<file path="config.mk">
export PLATFORM = sky130hd
export DESIGN_NAME = spm_operand_serializer
export DESIGN_NICKNAME = d
export VERILOG_FILES = /design/src/rtl/spm_pkg.sv /design/src/rtl/spm_sext_shreg.sv /design/src/rtl/spm_operand_serializer.sv
export SDC_FILE = /design/constraint.sdc
export NUM_CORES = 1
export LEC_CHECK = 0
export ABC_AREA = 1
export CORE_MARGIN = 8
export CORE_UTILIZATION = 48
export DETAILED_ROUTE_END_ITERATION = 16
export PLACE_DENSITY = 0.78
export SLEW_MARGIN = 20
export SYNTH_ARGS = -nofsm -noshare
export SYNTH_HDL_FRONTEND = slang
export SYNTH_SLANG_ARGS = --single-unit
</file>
<file path="constraint.sdc">
create_clock -name clk -period 1.6 [get_ports clk]
set_input_delay 0.32 -clock clk [delete_from_list [all_inputs] [get_ports clk]]
set_output_delay 0.32 -clock clk [all_outputs]
set_load 0.005 [all_outputs]
</file>
<file path="src/rtl/spm_pkg.sv">
// Shared definitions for the signed serial multiplier datapath: default operand
// width, serial frame length and the operand serializer state encoding.
package spm_pkg;

    localparam int SPM_W       = 8;
    localparam int SPM_OUT_LEN = 2 * SPM_W;

    typedef enum logic [1:0] {
        IDLE  = 2'd0,
        CLEAR = 2'd1,
        SHIFT = 2'd2
    } spm_state_t;

endpackage : spm_pkg

</file>
<file path="src/rtl/spm_sext_shreg.sv">
// Loadable W-bit arithmetic right shift register; the MSB is replicated on every
// shift, so the LSB output keeps producing the sign bit once the operand is spent.
module spm_sext_shreg #(
    parameter int W = 8
) (
    input  logic         clk,
    input  logic         rst,
    input  logic         load,
    input  logic         shift,
    input  logic [W-1:0] d,
    output logic         lsb
);

    logic [W-1:0] q;

    // load wins over shift: a back-to-back accept reloads in the last-bit cycle
    always_ff @(posedge clk) begin
        if (rst) begin
            q <= '0;
        end else if (load) begin
            q <= d;
        end else if (shift) begin
            q <= {q[W-1], q[W-1:1]};
        end
    end

    assign lsb = q[0];

endmodule : spm_sext_shreg

</file>
<file path="src/rtl/spm_operand_serializer.sv">
// Parallel-to-serial operand front end: accepts a signed a/b pair and streams both
// LSB-first, sign-extended to OUT_LEN bits, preceded by a one-cycle carry clear.
module spm_operand_serializer
    import spm_pkg::*;
#(
    parameter int W       = SPM_W,
    parameter int OUT_LEN = SPM_OUT_LEN
) (
    input  logic         clk,
    input  logic         rst,
    input  logic         in_valid,
    output logic         in_ready,
    input  logic [W-1:0] a,
    input  logic [W-1:0] b,
    input  logic         en,
    output logic         x,
    output logic         y,
    output logic         csa_clr,
    output logic         frame_first,
    output logic         frame_last,
    output logic         busy,
    output logic [1:0]   fsm_state
);

    localparam int IDX_W = (OUT_LEN > 1) ? $clog2(OUT_LEN) : 1;
    localparam logic [IDX_W-1:0] IDX_LAST = IDX_W'(OUT_LEN - 1);

    // Handshake: a pair transfers on a rising edge where in_valid && in_ready.
    // in_valid may be held across cycles; a/b are sampled only on that edge.
    // in_ready is high in IDLE, and in the last-bit SHIFT cycle when en is high.

    spm_state_t       state_q;
    spm_state_t       state_d;
    logic [IDX_W-1:0] idx_q;
    logic             last_bit;
    logic             accept;
    logic             shift;
    logic             sa_lsb;
    logic             sb_lsb;

    always_ff @(posedge clk) begin
        if (rst) begin
            state_q <= IDLE;
        end else begin
            state_q <= state_d;
        end
    end

    always_comb begin
        state_d  = state_q;
        in_ready = 1'b0;
        last_bit = (state_q == SHIFT) && (idx_q == IDX_LAST);

        case (state_q)
            IDLE:    in_ready = 1'b1;
            CLEAR:   in_ready = 1'b0;
            SHIFT:   in_ready = last_bit && en;
            default: in_ready = 1'b0;
        endcase

        accept = in_valid && in_ready;

        case (state_q)
            IDLE: begin
                if (accept) begin
                    state_d = CLEAR;
                end
            end
            CLEAR: begin
                state_d = SHIFT;
            end
            SHIFT: begin
                if (last_bit && en) begin
                    state_d = accept ? CLEAR : IDLE;
                end
            end
            default: begin
                state_d = IDLE;
            end
        endcase
    end

    assign shift = (state_q == SHIFT) && en;

    // idx saturates at the last bit; the frame-end transition takes over from there
    always_ff @(posedge clk) begin
        if (rst) begin
            idx_q <= '0;
        end else if (accept) begin
            idx_q <= '0;
        end else if (shift && !last_bit) begin
            idx_q <= idx_q + IDX_W'(1);
        end
    end

    spm_sext_shreg #(.W(W)) u_sreg_a (
        .clk   (clk),
        .rst   (rst),
        .load  (accept),
        .shift (shift),
        .d     (a),
        .lsb   (sa_lsb)
    );

    spm_sext_shreg #(.W(W)) u_sreg_b (
        .clk   (clk),
        .rst   (rst),
        .load  (accept),
        .shift (shift),
        .d     (b),
        .lsb   (sb_lsb)
    );

    assign x           = (state_q == SHIFT) && sa_lsb;
    assign y           = (state_q == SHIFT) && sb_lsb;
    assign csa_clr     = (state_q == CLEAR);
    assign frame_first = (state_q == SHIFT) && (idx_q == '0);
    assign frame_last  = last_bit;
    assign busy        = (state_q != IDLE);
    assign fsm_state   = state_q;

endmodule : spm_operand_serializer

</file>
== Yosys cells after proc, flatten, opt, wreduce, memory -nomap -nowiden ==
Cells that the tools add are included.
Operators by class
  $add $sub $neg: 1
  equal/unequal tests: 5
  mux-type cells: 9
  reduce and logical (&&, ||, !) cells: 15
Operator list (count)
  8-bit two-way mux: 2
  7-bit two-way mux: 2
  1-bit logical AND: 8
  2-bit one-hot mux with 3 select lines: 1
  4-bit by 1-bit adder with 4-bit output, second input constant: 1
  4-bit equality test, second input constant: 1
  4-bit zero test: 1
  2-bit two-way mux: 2
  2-bit != test, second input constant: 2
  2-bit nonzero test: 2
  2-bit by 1-bit equality test with 1-bit output, second input constant: 1
  2-bit equality test, second input constant: 1
  2-bit zero test: 1
  1-bit one-hot mux with 2 select lines: 1
  2-bit AND reduction: 1
  2-bit OR reduction: 1
  1-bit zero test: 1
  1-bit two-way mux: 1
Word-level totals
  logic and storage cells: 36
  flip-flop bits (word level): 22
  bits of input ports: 20
  output and inout bits: 9

== Longest topological paths before layout ==
  word-level depth: 8
  mapped depth: 8
  mapped depth without buffers: 8

== Modules after synthesis ==
Synthesis repeated with hierarchy kept, for this count alone.
Unflattened totals
  cells, all modules: 187
  area, all modules: 1192.4 µm²
Modules (own cells, without submodules)
  spm_sext_shreg: cells an instance 62, area each 404.1 µm², seq. area each 160.2 µm², times used 2
  spm_operand_serializer: cells an instance 63, area each 384.1 µm², seq. area each 120.1 µm², times used 1

== Worst setup path after synthesis ==
Ideal clock, no wire load.
  path kind: flip-flop to flip-flop
  start point: reg idx_q[0]
  end point: reg u_sreg_a.q[1]
  data arrival time: 1.265 ns
  required time: 1.468 ns
  library setup time: 0.132 ns
  clock period less this slack: 1.397 ns
  stages on the path, launching flop included: 8
  setup slack: 0.203 ns
  path buffers: 1
  cell sequence: dfxtp_1 -> ha_1 -> nand3_2 -> o21bai_4 -> buf_2 -> nand3b_1 -> nand2_1 -> a21oi_1
Between the ends
  longest elaborated chain between the ends: 6
  elaborated cells between the ends (all ways): 7
  classes of those cells: 1 x eq/ne; 2 x mux; 4 x reduce/logical
RTL lines
  start, declared: RTL line spm_operand_serializer.sv:34  | logic [IDX_W-1:0] idx_q;
  start signal, assigned: RTL line spm_operand_serializer.sv:92  | idx_q <= idx_q + IDX_W'(1);
  4-bit equality test (*): RTL line spm_operand_serializer.sv:52  | last_bit = (state_q == SHIFT) && (idx_q == IDX_LAST);
  1-bit logical AND (*): RTL line spm_operand_serializer.sv:52
  1-bit logical AND (*): RTL line spm_operand_serializer.sv:57  | SHIFT: in_ready = last_bit && en;
  1-bit one-hot mux with 2 select lines (*): RTL line spm_operand_serializer.sv:54  | case (state_q)
  net in_ready: RTL line spm_operand_serializer.sv:12  | output logic in_ready,
  1-bit logical AND (*): RTL line spm_operand_serializer.sv:61  | accept = in_valid && in_ready;
  8-bit two-way mux / 2-bit nonzero test (equally long branches)
  end signal, assigned: RTL line spm_sext_shreg.sv:23  | q <= {q[W-1], q[W-1:1]};
  end, declared: RTL line spm_sext_shreg.sv:14  | logic [W-1:0] q;
The timed path passes the listed nets; every way through them passes the cells marked *. The select of a mux whose other input is x is not followed.
A chain may end at the register's enable or synchronous reset.

== Worst setup path after layout ==
  start point: reg idx_q[1]
  end point: out frame_first
Between the ends
  longest elaborated chain between the ends: 2
RTL lines
  4-bit zero test: RTL line spm_operand_serializer.sv:117  | assign frame_first = (state_q == SHIFT) && (idx_q == '0);
  1-bit logical AND: RTL line spm_operand_serializer.sv:117
  end, declared: RTL line spm_operand_serializer.sv:19  | output logic frame_first,
Every way passes these cells.

==> flow_summary.json <==
{
  "period_minus_slack_ns": 1.63,
  "path_class": "flip-flop to output port",
  "rsz0062_at_grt": "yes",
  "end_kind": "output port",
  "drcViolationCount": 0,
  "switching_share_pct": 28.5,
  "vias": 1238,
  "finalWorstSetupSlack_ns": -0.0253,
  "drive_gt1_share_pct": 22.6,
  "worstSkewPairLatency_ns": 0.32,
  "drv_slew": 0,
  "path_clk_slew_ns": 0.13,
  "power_mw": 1.23,
  "track_usage_pct": 15.0,
  "rows": 18,
  "syn_inst": 171,
  "finalCritPeriodShare_pct": 102,
  "io_pins": 29,
  "cap_violations": 0,
  "p_int_mw": 0.883,
  "synth_area_per_cell_sq_um": 6.78,
  "antenna_cells": 0,
  "status": "finished, violations left",
  "critical_path_required_ns": 1.28,
  "final_cell_count_no_fill": 247,
  "min_path_type": "flip-flop to flip-flop",
  "arrival_ns": 1.31,
  "place.port_buffers": 28,
  "pwr-share-comb_pct": 24.7,
  "fill_cells": 206,
  "start_util_pct": 48.5,
  "hpwl_mm": 2.28,
  "max_freq_mhz": 615,
  "skew_ns": 0.00532,
  "routed.top_layer": "met4",
  "ant_nets": 0,
  "tightest_slew_ns": 0.232,
  "design.core.area_sq_mm": 0.00239,
  "setup_viol": 1,
  "first_pass_iters": 4,
  "nets": 240,
  "p_clk_share_pct": 25.9,
  "ys_seq_elements": 22,
  "clock_path_buffers": 2,
  "clock-sinks": 22,
  "crit_fanout": 2,
  "htreeDepth": 1,
  "cts-buffers-inserted": 3,
  "ys_seq_area_share_pct": 38.0,
  "place_inst": 238,
  "wl_met2_mm": 1.66,
  "antenna_found_initial": 0,
  "p_leak_nw": 0.755,
  "multi_input_area_sq_um": 661,
  "relSlewSlack_pct": 84.5,
  "synth.net_count": 193,
  "vdd_drop_max_uv": 561,
  "gp_congestion": 0.792,
  "final-seq-area_sq_um": 453,
  "gr-total-overflow": 0,
  "grt_start_max_net_pins": 20,
  "netlist_area_sq_mm": 0.00116,
  "via_per_inst": 5.01,
  "violations": "negative setup slack",
  "die_width_um": 65.1,
  "cts_root_buffer": "clkbuf_4",
  "synth_cell_types": 21,
  "drt_iter0_markers": 47,
  "ys_warn_count": 0,
  "final-hold-violation-count": 0,
  "rrSetupSlack_ns": 0.08,
  "areaGrowthSynthToFinish_pct": 46.5,
  "grt_pass1_vias": 1223,
  "seq_power_share_pct": 49.4,
  "die-area_sq_mm": 0.00424,
  "met1Wirelength_mm": 1.25,
  "wire_per_inst_um": 12.5,
  "netSwitchingPower_mw": 0.352,
  "powerDensity_mw_per_mm2": 727,
  "worst_setup_path_start_kind": "flip-flop",
  "tritoncts": "yes",
  "pre_cts_ws_ns": -0.296,
  "routed_wl_mm": 3.09,
  "grt_first_pass_wirelength_mm": 5.13,
  "die_h_um": 65.1,
  "tns_ns": -0.0253,
  "wl_met3_um": 102
}
-- power by group through the flow --
stage / clock, mW / combinational, mW / sequential (mW)
after floorplan: 0 / 0.167 / 0.618
after global placement: 0 / 0.297 / 0.620
after detailed placement: 0 / 0.305 / 0.622
after CTS: 0.328 / 0.301 / 0.611
after global routing: 0.347 / 0.338 / 0.615
final: 0.320 / 0.305 / 0.609
-- state kept, by name (all words and copies together), names as in the netlist --
register	count
idx_q	4
u_sreg_b.q	8
u_sreg_a.q	8
fsm_state	2
-- what timing repair did --
| action | 4_1_cts | 5_1_grt |
|---|---|---|
| hold endpoints to repair | 0 | 0 |
| hold buffers | 0 | 0 |
| endpoints found under the setup margin | 22 | 6 |
| setup buffers | 3 | 2 |
| pin swaps | 2 | 4 |
| gates resized for setup | 24 | 15 |
-- cell families after synthesis --
group,after synthesis,share of synthesized area [%]
AND/OR/NAND/NOR,104,41.0
buffers and inverters,25,9.29
flip-flops,22,38.0
AO/OA/AOI/OAI,17,8.75
adder cells (fa/ha/maj),2,2.16
XOR/XNOR,1,0.756
-- cells in the mapped netlist --
master | number | area [sq um]
ha_1 | 2 | 25.0
a21oi_1 | 11 | 55.1
nor3_1 | 1 | 5.00
nand3_1 | 16 | 80.1
o21bai_4 | 1 | 18.8
dfxtp_1 | 22 | 440
a211oi_1 | 1 | 7.51
nand2_4 | 1 | 11.3
o21ai_0 | 4 | 20.0
buf_6 | 1 | 11.3
clkbuf_1 | 4 | 15.0
nand3b_1 | 11 | 82.6
nand3_2 | 2 | 20.0
buf_4 | 1 | 7.51
buf_2 | 2 | 10.0
nor2_1 | 22 | 82.6
inv_2 | 2 | 7.51
inv_1 | 15 | 56.3
xor2_1 | 1 | 8.76
nor4_1 | 1 | 6.26
nand2_1 | 50 | 188
-- placed cells by master, fill, tap and decap left out, types with 2 or more instances in the layout --
cell,count
nand2_1,48
nor2_1,21
clkdlybuf4s50_1,21
buf_4,20
dfxtp_1,18
nand3_1,16
inv_1,12
nand3b_1,11
a21oi_1,10
o21ai_0,4
dlygate4sd2_1,4
inv_2,3
clkbuf_4,3
dfxtp_4,3
buf_2,3
inv_4,2
nand2_2,2
ha_4,2
-- critical path: stages (launching register included) --
cell and delay (ns):
dfxtp_4 0.38, buf_6 0.12, inv_4 0.06, ha_4 0.13, inv_2 0.03, nor4_2 0.12
buf_2 0.16
-- metal layers --
metal  up-vias  track usage (%)
li1        637                -
met1       567             15.2
met2        25             28.2
met3         9             3.23
met4         0             7.36
met5         -                0
-- metrics by stage --
| stage | hold WS, ns | util (%) | area, sq um |
|---|---|---|---|
| 2_1_floorplan | 0.433 | - | 1160 |
| 3_3_place_gp | 0.468 | 65.9 | 1570 |
| 3_5_place_dp | 0.473 | 65.9 | 1570 |
| 4_1_cts | 0.483 | 69.0 | 1650 |
| 5_1_grt | 0.496 | 71.1 | 1700 |
| 6_report | 0.479 | 71.1 | 1700 |
-- path summary, 6_finish.rpt --
| kind | startpoint | end | cells past startpoint |
|---|---|---|---|
| setup reg to reg | idx_q[0]$_SDFFE_PP0P_ | u_sreg_b.q[2]$_SDFFE_PP0P_ | 9 |
| setup / recovery | idx_q[1]$_SDFFE_PP0P_ | frame_first | 6 |
| hold reg to reg | fsm_state[0]$_SDFFE_PP0P_ | fsm_state[1]$_SDFFE_PP0P_ | 1 |
| hold / removal | fsm_state[0]$_SDFFE_PP0P_ | fsm_state[1]$_SDFFE_PP0P_ | 1 |
-- cell type report --
| class | count | share of cell area [%] |
|---|---|---|
| clock buffers | 4 | 2.14 |
| well taps | 30 | 2.21 |
| flip-flops and latches | 22 | 26.7 |
| repair buffers | 50 | 26.0 |
| multi-input cells | 124 | 38.9 |
| inverters | 17 | 4.05 |
Note: power is estimated with default switching activity, not from simulation.
